===== src/rtl/fir_output_stage.sv =====
// FIR output stage: rounds and saturates full-width MAC results to OUT_W bits,
// tags each with a 6-bit in-frame sample index and buffers them in a small FIFO
// for a valid/ready consumer. Admission is credit-based, so the FIFO never overflows.
// Optional build macro SAT_COUNT_EN adds a 16-bit saturating counter of saturation
// events on sat_count. Without it, sat_count is tied to 0.
module fir_output_stage #(
    parameter int unsigned ACC_W      = 40,
    parameter int unsigned OUT_W      = 16,
    parameter int unsigned FRAC_SHIFT = 15,
    parameter int unsigned DEPTH      = 8
) (
    input  logic                     clk_10kHz,
    input  logic                     reset,
    input  logic                     clear,
    input  logic                     acc_valid,
    input  logic signed [ACC_W-1:0]  acc_data,
    output logic                     acc_ready,
    output logic                     out_valid,
    input  logic                     out_ready,
    output logic [OUT_W-1:0]         out_data,
    output logic [5:0]               out_idx,
    output logic                     frame_done,
    output logic [$clog2(DEPTH):0]   fifo_level,
    output logic                     sat_flag,
    output logic                     drop_err,
    output logic [15:0]              sat_count
);

    localparam int unsigned PtrW = $clog2(DEPTH);
    localparam int unsigned LvlW = PtrW + 1;

    // Half an output LSB, added before the shift so rounding is half-up.
    localparam logic signed [ACC_W:0] RoundConst = {{ACC_W{1'b0}}, 1'b1} << (FRAC_SHIFT - 1);
    localparam logic signed [ACC_W:0] SatMax =
        {{(ACC_W - OUT_W + 2){1'b0}}, {(OUT_W - 1){1'b1}}};
    localparam logic signed [ACC_W:0] SatMin =
        {{(ACC_W - OUT_W + 2){1'b1}}, {(OUT_W - 1){1'b0}}};

    logic                    accept;
    logic signed [ACC_W:0]   acc_ext;
    logic signed [ACC_W:0]   round_sum;
    logic signed [ACC_W:0]   s1_r_d;
    logic [LvlW:0]           credit_used;

    logic                    s1_v_q;
    logic signed [ACC_W:0]   s1_r_q;
    logic [5:0]              s1_idx_q;
    logic [OUT_W-1:0]        s2_data_d;
    logic                    s2_sat_d;
    logic                    s2_v_q;
    logic [OUT_W-1:0]        s2_data_q;
    logic [5:0]              s2_idx_q;

    logic [5:0]              in_idx_q;
    logic                    sat_flag_q;
    logic                    drop_err_q;
    logic                    frame_done_q;

    logic [OUT_W-1:0]        mem_data [DEPTH];
    logic [5:0]              mem_idx  [DEPTH];
    logic [PtrW-1:0]         wr_ptr_q;
    logic [PtrW-1:0]         rd_ptr_q;
    logic [LvlW-1:0]         level_q;
    logic                    fifo_wr;
    logic                    fifo_pop;

    // Words already in S1/S2 hold a FIFO slot, so they count against the credit.
    assign credit_used = {1'b0, level_q} + {{LvlW{1'b0}}, s1_v_q} + {{LvlW{1'b0}}, s2_v_q};
    assign acc_ready   = credit_used < (LvlW + 1)'(DEPTH);
    assign accept      = acc_valid && acc_ready;

    // One extra bit of headroom so the rounding add cannot wrap.
    assign acc_ext   = {acc_data[ACC_W-1], acc_data};
    assign round_sum = acc_ext + RoundConst;
    assign s1_r_d    = round_sum >>> FRAC_SHIFT;

    // S2 combinational clamp of the rounded value into the output range.
    always_comb begin
        s2_sat_d  = 1'b0;
        s2_data_d = s1_r_q[OUT_W-1:0];
        if (s1_r_q > SatMax) begin
            s2_data_d = {1'b0, {(OUT_W - 1){1'b1}}};
            s2_sat_d  = 1'b1;
        end else if (s1_r_q < SatMin) begin
            s2_data_d = {1'b1, {(OUT_W - 1){1'b0}}};
            s2_sat_d  = 1'b1;
        end
    end

    // Two-stage round/saturate pipeline carrying the sample index alongside.
    always_ff @(posedge clk_10kHz or posedge reset) begin
        if (reset) begin
            s1_v_q    <= 1'b0;
            s1_r_q    <= '0;
            s1_idx_q  <= '0;
            s2_v_q    <= 1'b0;
            s2_data_q <= '0;
            s2_idx_q  <= '0;
        end else if (clear) begin
            s1_v_q    <= 1'b0;
            s1_r_q    <= '0;
            s1_idx_q  <= '0;
            s2_v_q    <= 1'b0;
            s2_data_q <= '0;
            s2_idx_q  <= '0;
        end else begin
            s1_v_q    <= accept;
            s1_r_q    <= s1_r_d;
            s1_idx_q  <= in_idx_q;
            s2_v_q    <= s1_v_q;
            s2_data_q <= s2_data_d;
            s2_idx_q  <= s1_idx_q;
        end
    end

    // Input index advances only on accepted words; sticky status flags.
    always_ff @(posedge clk_10kHz or posedge reset) begin
        if (reset) begin
            in_idx_q   <= '0;
            sat_flag_q <= 1'b0;
            drop_err_q <= 1'b0;
        end else if (clear) begin
            in_idx_q   <= '0;
            sat_flag_q <= 1'b0;
            drop_err_q <= 1'b0;
        end else begin
            if (accept) begin
                in_idx_q <= in_idx_q + 6'd1;
            end
            if (s1_v_q && s2_sat_d) begin
                sat_flag_q <= 1'b1;
            end
            if (acc_valid && !acc_ready) begin
                drop_err_q <= 1'b1;
            end
        end
    end

    assign fifo_wr   = s2_v_q && !clear;
    assign out_valid = level_q != '0;
    assign fifo_pop  = out_valid && out_ready && !clear;

    // FIFO storage; contents are don't-care when empty because outputs are gated.
    always_ff @(posedge clk_10kHz) begin
        if (fifo_wr) begin
            mem_data[wr_ptr_q] <= s2_data_q;
            mem_idx[wr_ptr_q]  <= s2_idx_q;
        end
    end

    // FIFO pointers and occupancy; pointers wrap naturally at power-of-2 depth.
    always_ff @(posedge clk_10kHz or posedge reset) begin
        if (reset) begin
            wr_ptr_q <= '0;
            rd_ptr_q <= '0;
            level_q  <= '0;
        end else if (clear) begin
            wr_ptr_q <= '0;
            rd_ptr_q <= '0;
            level_q  <= '0;
        end else begin
            if (fifo_wr) begin
                wr_ptr_q <= wr_ptr_q + PtrW'(1);
            end
            if (fifo_pop) begin
                rd_ptr_q <= rd_ptr_q + PtrW'(1);
            end
            case ({fifo_wr, fifo_pop})
                2'b10:   level_q <= level_q + LvlW'(1);
                2'b01:   level_q <= level_q - LvlW'(1);
                default: level_q <= level_q;
            endcase
        end
    end

    // Frame end pulse, one cycle after the last sample of a frame leaves.
    always_ff @(posedge clk_10kHz or posedge reset) begin
        if (reset) begin
            frame_done_q <= 1'b0;
        end else if (clear) begin
            frame_done_q <= 1'b0;
        end else begin
            frame_done_q <= fifo_pop && (mem_idx[rd_ptr_q] == 6'd63);
        end
    end

`ifdef SAT_COUNT_EN
    logic [15:0] sat_cnt_q;

    // Saturation event counter, pinned at its maximum.
    always_ff @(posedge clk_10kHz or posedge reset) begin
        if (reset) begin
            sat_cnt_q <= '0;
        end else if (clear) begin
            sat_cnt_q <= '0;
        end else if (s1_v_q && s2_sat_d && (sat_cnt_q != 16'hFFFF)) begin
            sat_cnt_q <= sat_cnt_q + 16'd1;
        end
    end

    assign sat_count = sat_cnt_q;
`else
    assign sat_count = '0;
`endif

    assign out_data   = out_valid ? mem_data[rd_ptr_q] : '0;
    assign out_idx    = out_valid ? mem_idx[rd_ptr_q] : '0;
    assign frame_done = frame_done_q;
    assign fifo_level = level_q;
    assign sat_flag   = sat_flag_q;
    assign drop_err   = drop_err_q;

endmodule


===== config.mk =====
export PLATFORM = sky130hd
export DESIGN_NAME = fir_output_stage
export DESIGN_NICKNAME = d
export VERILOG_FILES = /design/src/rtl/fir_output_stage.sv
export SDC_FILE = /design/constraint.sdc
export NUM_CORES = 1
export LEC_CHECK = 0
export BUFFER_PORTS_ARGS = -buffer_cell sky130_fd_sc_hd__buf_2
export CAP_MARGIN = 40
export CORE_MARGIN = 2
export CORE_UTILIZATION = 53
export CTS_BUF_LIST = sky130_fd_sc_hd__clkbuf_16
export DETAILED_ROUTE_END_ITERATION = 10
export GPL_ROUTABILITY_DRIVEN = 0
export PLACE_DENSITY = 0.75
export RECOVER_POWER = 25
export SYNTH_ARGS = -nofsm -noshare
export SYNTH_HDL_FRONTEND = slang
export SYNTH_SLANG_ARGS = --single-unit

===== constraint.sdc =====
create_clock -name clk_10kHz -period 3.48 [get_ports clk_10kHz]
set_input_delay 0.348 -clock clk_10kHz [delete_from_list [all_inputs] [get_ports clk_10kHz]]
set_output_delay 0.348 -clock clk_10kHz [all_outputs]
set_load 0.02 [all_outputs]

==> reports/results.ini <==
[run_status]
outcome = finished, final reports clean

[synth]
ys.flop_type = edfxtp_1
syn-cell-area_mm2 = 0.0102
syn_area_per_cell_um2 = 16.0
synth_area_leaders = edfxtp_1 52%, dfrtp_1 18%, mux4_2 9.3%
synth-edff-count = 176
netlist.area_leader.share = 0.517
ys_seq_elements = 251
async_flop_share = 0.299
yosys_warnings = 0
synth_largest_area_cell = edfxtp_1
unique_cell_type_count_in_the_yosys_netlist = 49
synth_sequential_area_ratio = 0.701
syn-instance-count = 639

[route]
highest_layer = met4
drcViolationCount = 0
antenna_left = 0
vias_per_cell = 5.66
dr_total_vias = 5630
avgRoutedWirePerCell_um = 19.3
met2_wirelength_um = 9750
dr_wl_met3_um = 1280
detail_route.wirelength.met1_um = 7920
drtIter0Drc = 388
wire_length_after_detailed_routing_um = 19200
drt_pass1_iterations = 5

[cts]
clock_tree.htree_level_count = 1
cts.clk_slew.worst_paths_ns = 0.06
cts_tree = done
cts_post_setup_buffers_inserted = 0
clk_latency_ns = 0.51
cts_made_buffers = 24
post_cts_resize_count = 0
cts_hold_buf = 1
cts_buffer_depth = 3
clock-sinks = 251
cts-root-buf = clkbuf_16

[timing]
fmax_mhz = 327
finalSetupViolCount = 0
finalCriticalPeriod_ns = 3.06
layout_worst_path_cycle_share = 0.880
rsz0062_at_grt = false
pins_over_their_slew_limit = 0
tightestPinTransition_ns = 0.863
finalClockSkew_ns = 0.0127
timing.setup.tns_ns = 0
timing.max_slew.rel_slack = 0.423
hold_viol = 0

[critical_path]
worst-endpoint-arrival_ns = 2.71
worstPathRequired_ns = 3.13
setup.worst_path.start_class = flip-flop
timing.critical_path.to_type = primary output
cp_max_fo = 23
setup.worst_path.class = flip-flop to primary output

[pwr]
pwr-share-seq = 0.464
power_density_mw_per_mm2 = 645
power.net_switching_mw = 2.16
power.share.combinational = 0.209
clock_power_share = 0.327
vdd_ir_drop_max_mv = 0.399
switching_share = 0.288
leakage_nw = 4.24
p_int_mw = 5.34

[grt]
grt_use_total = 0.196
number_of_antenna_violations_at_the_first_check_in_global_routing = 0
gr-total-overflow = 0
grt_first_pass_wirelength_um = 30600
largest_net_degree_at_the_start_of_global_routing = 65
number_of_global_route_vias_before_repair = 5697

[placed_design]
dp_hpwl_um = 11500
port-buffer-count = 61

[die]
core.rowCount = 50
fp.dieW_um = 143
die-area_mm2 = 0.0204
die_y_um = 143
floorplan.core_area_mm2 = 0.0188
ioPinCount = 92
initial_cell_density_of_the_core = 0.542

[run]
drv_cap = 0

[worst_hold_path]
hold_path.class = input pin to flip-flop

[final_layout]
layout-drive-gt1-share = 0.240
mostFrequentLayoutCells = 176 x edfxtp_1, 86 x nor2_1, 73 x dfrtp_1
layout_commonest_cell = edfxtp_1
antenna_cells = 0
final_core_util = 0.617
finish.net_count = 769
area_growth_pct = 13.7

-- layer usage --
metal,vias up,track usage
met1,2825,0.269
met3,23,0.0285
met4,0,0.0516
met5,-,0
li1,2539,-
met2,243,0.333
-- layout make-up --
| type | instances | area (um^2) |
|---|---|---|
| Clock buffer | 24 | 601 |
| Sequential cell | 251 | 7160 |
| Fill cell | 1354 | 7220 |
| Multi-Input combinational cell | 348 | 2860 |
| Inverter | 11 | 41.3 |
| Timing Repair Buffer | 80 | 463 |
| Tap cell | 260 | 325 |
| Clock inverter | 20 | 156 |
-- through the flow --
step | hold slack [ns] | instances | power, mW | cell area, um^2 | worst slack, ns
after floorplan | 0.439 | 654 | 4.58 | 10300 | 0.103
after global placement | 0.456 | 948 | 5.05 | 10800 | 0.949
after detailed placement | 0.457 | 949 | 5.10 | 10800 | 0.913
after CTS | 0.0948 | 994 | 7.56 | 11600 | 0.353
after global routing | 0.127 | 994 | 7.80 | 11600 | 0.243
final | 0.115 | 994 | 7.50 | 11600 | 0.419
-- registers in the layout (all words and copies together) (netlist names) --
| register | cells |
|---|---|
| drop_err | 1 |
| fifo_level | 4 |
| frame_done | 1 |
| in_idx_q | 6 |
| mem_data | 128 |
| mem_idx | 48 |
| rd_ptr_q | 3 |
| s1_idx_q | 6 |
| s1_r_q | 26 |
| s1_v_q | 1 |
| s2_data_q | 16 |
| s2_idx_q | 6 |
| s2_v_q | 1 |
| sat_flag | 1 |
| wr_ptr_q | 3 |
-- final timing paths --
check                               from             to  slack [ns]  cells after the start
max reg2reg                fifo_level[0]  fifo_level[3]        0.87                      8
max in group asynchronous          reset    rd_ptr_q[0]        2.41                      5
min                         acc_data[39]     s1_r_q[39]        0.12                      3
min in group asynchronous          reset     s1_r_q[15]        0.47                      4
min reg2reg                  s1_idx_q[0]    s2_idx_q[0]        0.47                      1
max                          rd_ptr_q[0]    out_data[2]        0.42                      5
-- synthesized netlist by cell type (all sizes together) (2+ instances only) --
master and count:
a21oi 17, a31oi 2, and2 3, and3 2, and4 3, buf 31, clkbuf 13, dfrtp 75
edfxtp 176, ha 7, inv 11, mux2 4, mux2i 25, mux4 42, nand2 13, nand2b 4
nand3 10, nand3b 2, nand4 8, nor2 92, nor2b 16, nor3 7, nor4 8, o2111ai 2
o211ai 2, o21ai 7, o31ai 7, or3 6, or4 9, xnor2 12, xor2 10
-- kinds of logic (layout without fill, tap and decap cells) --
logic type,Yosys count,in the layout,share of synthesized area
adder cells (fa/ha/maj),8,8,0.0105
AND/OR/NAND/NOR,187,187,0.0916
flip-flops,251,251,0.701
other,1,16,0.000367
buffers and inverters,55,135,0.0283
AO/OA/AOI/OAI,44,44,0.0276
XOR/XNOR,22,22,0.0189
multiplexers,71,71,0.122
-- power by group through the flow --
stage / combinational, mW / clock (mW) / sequential (mW)
global placement: 1.53 / 0 / 3.52
CTS: 1.59 / 2.49 / 3.48
detailed placement: 1.56 / 0 / 3.53
finish: 1.57 / 2.45 / 3.47
floorplan: 1.11 / 0 / 3.47
global route: 1.69 / 2.61 / 3.50
-- worst max-delay path, cell delays in order, from the launching register on --
cell and delay [ns]:
dfrtp_2 0.82, buf_4 0.38, mux4_2 0.55, mux2i_1 0.17, nor2_1 0.09, buf_2 0.18
Power figures use the tool's default switching activity.
